[config.mk]
export PLATFORM = sky130hd
export DESIGN_NAME = mips_cpu_hilo_unit
export DESIGN_NICKNAME = d
export VERILOG_FILES = /design/src/rtl/mips_cpu_hilo_pkg.sv /design/src/rtl/mips_cpu_hilo_iter.sv /design/src/rtl/mips_cpu_hilo_unit.sv
export SDC_FILE = /design/constraint.sdc
export NUM_CORES = 1
export LEC_CHECK = 0
export ABC_AREA = 1
export CORE_MARGIN = 2
export CORE_UTILIZATION = 55
export DETAILED_ROUTE_END_ITERATION = 10
export GPL_TIMING_DRIVEN = 1
export PLACE_DENSITY = 0.85
export SYNTH_ARGS = -nofsm -noshare
export SYNTH_HDL_FRONTEND = slang
export SYNTH_SLANG_ARGS = --single-unit
[constraint.sdc]
create_clock -name clk -period 6.2 [get_ports clk]
set_clock_uncertainty 0.15 [all_clocks]
set_input_delay 0.93 -clock clk [delete_from_list [all_inputs] [get_ports clk]]
set_output_delay 0.93 -clock clk [all_outputs]
set_load 0.02 [all_outputs]
[src/rtl/mips_cpu_hilo_pkg.sv]
// rtl/mips_cpu_hilo_pkg.sv - op codes, FSM states and iteration count for the HI/LO unit
package mips_cpu_hilo_pkg;

  localparam logic [2:0] OP_MULT  = 3'd0;
  localparam logic [2:0] OP_MULTU = 3'd1;
  localparam logic [2:0] OP_DIV   = 3'd2;
  localparam logic [2:0] OP_DIVU  = 3'd3;
  localparam logic [2:0] OP_MTHI  = 3'd4;
  localparam logic [2:0] OP_MTLO  = 3'd5;

  localparam int ITER_N = 32;

  typedef enum logic [1:0] {
    IDLE = 2'd0,
    RUN  = 2'd1,
    FIX  = 2'd2
  } state_t;

  function automatic logic op_is_signed(input logic [2:0] op);
    return (op == OP_MULT) || (op == OP_DIV);
  endfunction

  function automatic logic op_is_div(input logic [2:0] op);
    return (op == OP_DIV) || (op == OP_DIVU);
  endfunction

endpackage

[src/rtl/mips_cpu_hilo_iter.sv]
// rtl/mips_cpu_hilo_iter.sv - one shift-add (multiply) or restoring shift-subtract (divide) step per cycle
module mips_cpu_hilo_iter #(
  parameter int DATA_W = 32
) (
  input  logic              clk,
  input  logic              reset_n,
  input  logic              load,
  input  logic              step,
  input  logic              is_div,
  input  logic [DATA_W-1:0] a_mag,
  input  logic [DATA_W-1:0] b_mag,
  output logic [DATA_W-1:0] upper,
  output logic [DATA_W-1:0] lower
);

  // Multiply: {upper,lower} is the product accumulator, lower initially the multiplier.
  // Divide: upper is the partial remainder, lower shifts dividend out and quotient in.
  logic [DATA_W-1:0] operand;
  logic [DATA_W:0]   add_sum;
  logic [DATA_W:0]   shifted;
  logic [DATA_W-1:0] diff;
  logic              ge;

  always_comb begin
    add_sum = {1'b0, upper} + (lower[0] ? {1'b0, operand} : {(DATA_W+1){1'b0}});
    shifted = {upper, lower[DATA_W-1]};
    ge      = shifted >= {1'b0, operand};
    diff    = shifted[DATA_W-1:0] - operand;
  end

  always_ff @(posedge clk or negedge reset_n) begin
    if (!reset_n) begin
      upper   <= '0;
      lower   <= '0;
      operand <= '0;
    end else if (load) begin
      upper   <= '0;
      lower   <= a_mag;
      operand <= b_mag;
    end else if (step) begin
      if (is_div) begin
        upper <= ge ? diff : shifted[DATA_W-1:0];
        lower <= {lower[DATA_W-2:0], ge};
      end else begin
        upper <= add_sum[DATA_W:1];
        lower <= {add_sum[0], lower[DATA_W-1:1]};
      end
    end
  end

endmodule

[src/rtl/mips_cpu_hilo_unit.sv]
// rtl/mips_cpu_hilo_unit.sv - HI/LO owner: iterative MULT/MULTU/DIV/DIVU, MTHI/MTLO; HILO_FAST_MULT_EN selects single-cycle multiply
module mips_cpu_hilo_unit
  import mips_cpu_hilo_pkg::*;
#(
  parameter int DATA_W     = 32,
  parameter int ITER_CNT_W = 6
) (
  input  logic              clk,
  input  logic              reset_n,
  input  logic              start,
  input  logic [2:0]        op,
  input  logic [DATA_W-1:0] a,
  input  logic [DATA_W-1:0] b,
  output logic              busy,
  output logic              done,
  output logic              div_zero,
  output logic [DATA_W-1:0] hi,
  output logic [DATA_W-1:0] lo
);

  state_t                  state;
  logic [ITER_CNT_W-1:0]   counter;
  logic                    is_div_q;
  logic                    neg_lo_q;
  logic                    neg_hi_q;
  logic                    zero_q;
  logic [DATA_W-1:0]       a_q;

  logic                    is_signed;
  logic                    is_div;
  logic                    load;
  logic [DATA_W-1:0]       a_mag;
  logic [DATA_W-1:0]       b_mag;
  logic [DATA_W-1:0]       upper;
  logic [DATA_W-1:0]       lower;
  logic [DATA_W-1:0]       quo;
  logic [DATA_W-1:0]       rem;
  logic [2*DATA_W-1:0]     prod;

  always_comb begin
    is_signed = op_is_signed(op);
    is_div    = op_is_div(op);
`ifdef HILO_FAST_MULT_EN
    load      = (state == IDLE) && start && is_div;
`else
    load      = (state == IDLE) && start && (is_div || op == OP_MULT || op == OP_MULTU);
`endif
    // Negating 0x80000000 yields 0x80000000, which is the correct unsigned magnitude.
    a_mag     = (is_signed && a[DATA_W-1]) ? -a : a;
    b_mag     = (is_signed && b[DATA_W-1]) ? -b : b;
    prod      = neg_lo_q ? -{upper, lower} : {upper, lower};
    quo       = neg_lo_q ? -lower : lower;
    rem       = neg_hi_q ? -upper : upper;
  end

`ifdef HILO_FAST_MULT_EN
  logic [2*DATA_W-1:0] fast_prod;
  always_comb begin
    fast_prod = {{DATA_W{is_signed & a[DATA_W-1]}}, a} * {{DATA_W{is_signed & b[DATA_W-1]}}, b};
  end
`endif

  mips_cpu_hilo_iter #(.DATA_W(DATA_W)) u_iter (
    .clk     (clk),
    .reset_n (reset_n),
    .load    (load),
    .step    (state == RUN),
    .is_div  (is_div_q),
    .a_mag   (a_mag),
    .b_mag   (b_mag),
    .upper   (upper),
    .lower   (lower)
  );

  always_ff @(posedge clk or negedge reset_n) begin
    if (!reset_n) begin
      state    <= IDLE;
      counter  <= '0;
      busy     <= 1'b0;
      done     <= 1'b0;
      div_zero <= 1'b0;
      hi       <= '0;
      lo       <= '0;
      is_div_q <= 1'b0;
      neg_lo_q <= 1'b0;
      neg_hi_q <= 1'b0;
      zero_q   <= 1'b0;
      a_q      <= '0;
    end else begin
      done <= 1'b0;
      case (state)
        IDLE: begin
          if (load) begin
            state    <= RUN;
            busy     <= 1'b1;
            counter  <= '0;
            is_div_q <= is_div;
            neg_lo_q <= is_signed & (a[DATA_W-1] ^ b[DATA_W-1]);
            // Remainder follows the dividend; a product's high half follows the product.
            neg_hi_q <= is_signed & (is_div ? a[DATA_W-1] : (a[DATA_W-1] ^ b[DATA_W-1]));
            zero_q   <= (b == '0);
            a_q      <= a;
          end else if (start) begin
            case (op)
              OP_MTHI: begin
                hi   <= a;
                done <= 1'b1;
              end
              OP_MTLO: begin
                lo   <= a;
                done <= 1'b1;
              end
`ifdef HILO_FAST_MULT_EN
              OP_MULT, OP_MULTU: begin
                hi   <= fast_prod[2*DATA_W-1:DATA_W];
                lo   <= fast_prod[DATA_W-1:0];
                done <= 1'b1;
              end
`endif
              default: ;
            endcase
          end
        end
        RUN: begin
          counter <= counter + 1'b1;
          if (counter == ITER_CNT_W'(ITER_N - 1)) state <= FIX;
        end
        FIX: begin
          if (is_div_q) begin
            if (zero_q) begin
              lo <= '1;
              hi <= a_q;
            end else begin
              lo <= quo;
              hi <= rem;
            end
            div_zero <= zero_q;
          end else begin
            hi <= prod[2*DATA_W-1:DATA_W];
            lo <= prod[DATA_W-1:0];
          end
          done  <= 1'b1;
          busy  <= 1'b0;
          state <= IDLE;
        end
        default: state <= IDLE;
      endcase
    end
  end

endmodule

==> impl_metrics.csv <==
group,metric,value,unit
outcome,run_status,"complete, no violations",
timing,finalCritPeriodShare,58.63,%
die,io_pins,137,
clock_tree,clock-sinks,207,
clock_tree,htree_levels,1,
grt,grt_overflow,0,
final_layout,final_cells,3892,
die,dieHeight,193.5,microns
timing,fin_ws,2565,ps
placed_design,pre_cts_slack,2177,ps
grt,grt_pass1_wl,114300,microns
pwr,p_leak,11.30,nW
routing,viasPerCell,5.923,
pwr,peakVddDrop,455.9,uV
grt,grt_pass1_vias,20300,
synthesis,netlist.area_leader.share,26.24,%
clock_tree,cts_tree,"yes",
worst_setup_path,critical_path_class,"in2reg",
clock_tree,cts_hold_buf,0,
worst_setup_path,rr_endpoint,"u_iter.upper[14]",
placed_design,dp_cells,3847,
final_layout,fin_nets,3554,
worst_setup_path,worst-r2r-setup-slack,2800,ps
clock_tree,post-cts-setup-buffers,0,
die,dieWidth,193.5,microns
die,dieArea,0.03742,sq mm
job,max-cap-violations,0,
timing,hold_violations,0,
synthesis,ys_types,55,
placed_design,placed_cell_area,0.02136,sq mm
synthesis,syn_area_per_cell,5.894,sq um
worst_setup_path,endpoint_kind,"flip-flop",
final_layout,multi_input_area,0.01228,sq mm
grt,antenna_found_initial,0,
final_layout,fillers,3446,
synthesis,ys_seq_area_share,26.24,%
placed_design,gp_congestion,1.034,
timing,tightestPinTransition,1308,ps
routing,antenna_left,0,
clock_tree,numCtsBuffers,25,
clock_tree,root_buffer,"clkbuf_16",
timing,setup_tns,0,ps
synthesis,synth_area_leaders,"dfrtp_1, nand2_1, inv_1",
placed_design,io_buffers,136,
grt,track_usage,38.43,%
timing,drv_slew,0,
worst_setup_path,critPathRequiredTime,6490,ps
synthesis,synth_edf_count,0,
timing,slew_headroom,12.73,%
final_layout,drive_above_1_share,3.468,%
synthesis,async_flop_share,100.0,%
die,start_util,55.63,%
final_layout,finalCoreUtilization,62.52,%
final_layout,area_growth,12.38,%
routing,wl_per_cell,19.11,microns
synthesis,syn-num-nets,3490,
synthesis,synth_top_area_cell,"dfrtp_1",
grt,grt_max_degree,142,
synthesis,synth_common_cells,"nand2_1, inv_1, nor2_1",
clock_tree,cts.repair.resized,0,
synthesis,synth_seq_cells,207,
worst_setup_path,reg2reg_depth,15,
synthesis,synthFlopType,"dfrtp_1",
routing,drt_iter0_drc,3336,
final_layout,final_area,0.02218,sq mm
routing,drc,0,
worst_setup_path,worstPathArrival,3930,ps
worst_setup_path,worstReg2RegStart,"u_iter.lower[0]",
clock_tree,clk_path_buf_depth,3,
die,coreArea,0.03548,sq mm
pwr,powerDensity,645.3,mW/mm^2
final_layout,regArea,0.005182,sq mm
final_layout,antenna_cells,0,
synthesis,netlist_area,0.01974,sq mm
die,core.rowCount,69,
synthesis,syn_inst,3349,
routing,vias,23050,
timing,rsz0062_at_grt,"no",
clock_tree,clk_latency,570,ps
placed_design,dp.final_hpwl,56070,microns
hold_path,hold_path.class,"in2async",
timing,finalCriticalPeriod,3635,ps
worst_setup_path,cp-start-kind,"input pin",
timing,setup_viol,0,
clock_tree,clk_pin_slew,60,ps
routing,drtPass1Iterations,6,
timing,max_freq,275.1,MHz
synthesis,yosysMostFrequentCell,"nand2_1",
synthesis,ys_warn_count,0,
routing,routed_wirelength,74380,microns
worst_setup_path,path_max_fanout,20,
## how the worst max path moves through the flow
| stage | from | end | slack, ps | cells after the start |
|---|---|---|---|---|
| 3_5_place_dp | start | lo[5] | 2180 | 11 |
| 5_1_grt | start | lo[5] | 2430 | 11 |
| 4_1_cts | start | lo[5] | 2750 | 11 |
| 3_3_place_gp | start | lo[5] | 2200 | 11 |
| 2_1_floorplan | u_iter.lower[0] | u_iter.upper[29] | 3460 | 17 |
| 6_report | start | lo[5] | 2560 | 11 |
## cell families (layout without fill, tap and decap cells)
kind of cell	after synthesis	after routing	synth area share [%]
adders and majority gates	71	71	4.576
AOI/OAI and AO/OA	555	555	15.50
and+or+nand+nor	1874	1874	40.13
DFF	207	207	26.24
buffers and inverters	600	682	11.69
xor gates and xnor gates	42	42	1.864
## registers in the layout, indices dropped and copies added, names as in the netlist
name and flops:
state 2, u_iter.upper 32, zero_q 1, hi 32
counter 6, busy 1, neg_lo_q 1, div_zero 1
a_q 32, u_iter.lower 32, neg_hi_q 1, is_div_q 1
u_iter.operand 32, done 1, lo 32
## cells in the final DEF, fill, tap and decap left out, drive strengths merged, types with 2 or more instances in the layout
master	n
o21a	3
o22ai	27
o21ai	244
xor2	33
and2	6
fa	2
a32oi	3
o31ai	13
o21bai	12
o211ai	20
nand3	336
xnor2	9
nor4	12
nand3b	16
or2	7
inv	483
ha	69
a21o	5
nor2	383
buf	17
a21boi	2
a22oi	5
clkinv	6
clkinvlp	2
a221oi	3
nand2	1040
a21oi	181
nor3	31
dfrtp	207
clkdlybuf4s50	135
nand4	42
a31oi	31
clkbuf	39
## layer usage
metal | routed length (microns) | up-vias | global-route usage [%]
met1 | 31440 | 10410 | 57.51
met5 | 0 | - | 0
li1 | - | 10940 | -
met3 | 10630 | 188 | 9.414
met4 | 2836 | 0 | 12.72
met2 | 29480 | 1515 | 53.73
## worst max-delay path: stages
cell and delay (ps):
clkdlybuf4s50_1 520, inv_1 50, nor2_1 80, inv_1 50
nor3_2 600, a21oi_1 320, nor2_1 170, buf_4 290
clkinv_1 450, a21oi_1 350, a21oi_1 100
## layout make-up
cell class | instances | share of cell area (%)
multi-input cells | 2542 | 55.35
flip-flops and latches | 207 | 23.36
inverters | 485 | 8.206
repair buffers | 152 | 6.757
clock buffers | 39 | 3.463
well taps | 461 | 2.600
clock inverters | 6 | 0.2594
## per-stage QoR
step	power (mW)	hold slack (ps)
after global routing	15.42	217.4
after detailed placement	12.37	284.4
after global placement	12.27	274.8
after CTS	13.91	197.9
final	14.31	163.9
after floorplan	9.418	260.3
## power breakdown
group          internal [mW]  switching, mW  leakage (nW)
Clock                  0.855          0.643         0.401
Sequential              2.02           1.01          2.44
Combinational           3.24           6.54          8.46
Total                   6.11           8.20          11.3
Power figures use the tool's default switching activity.
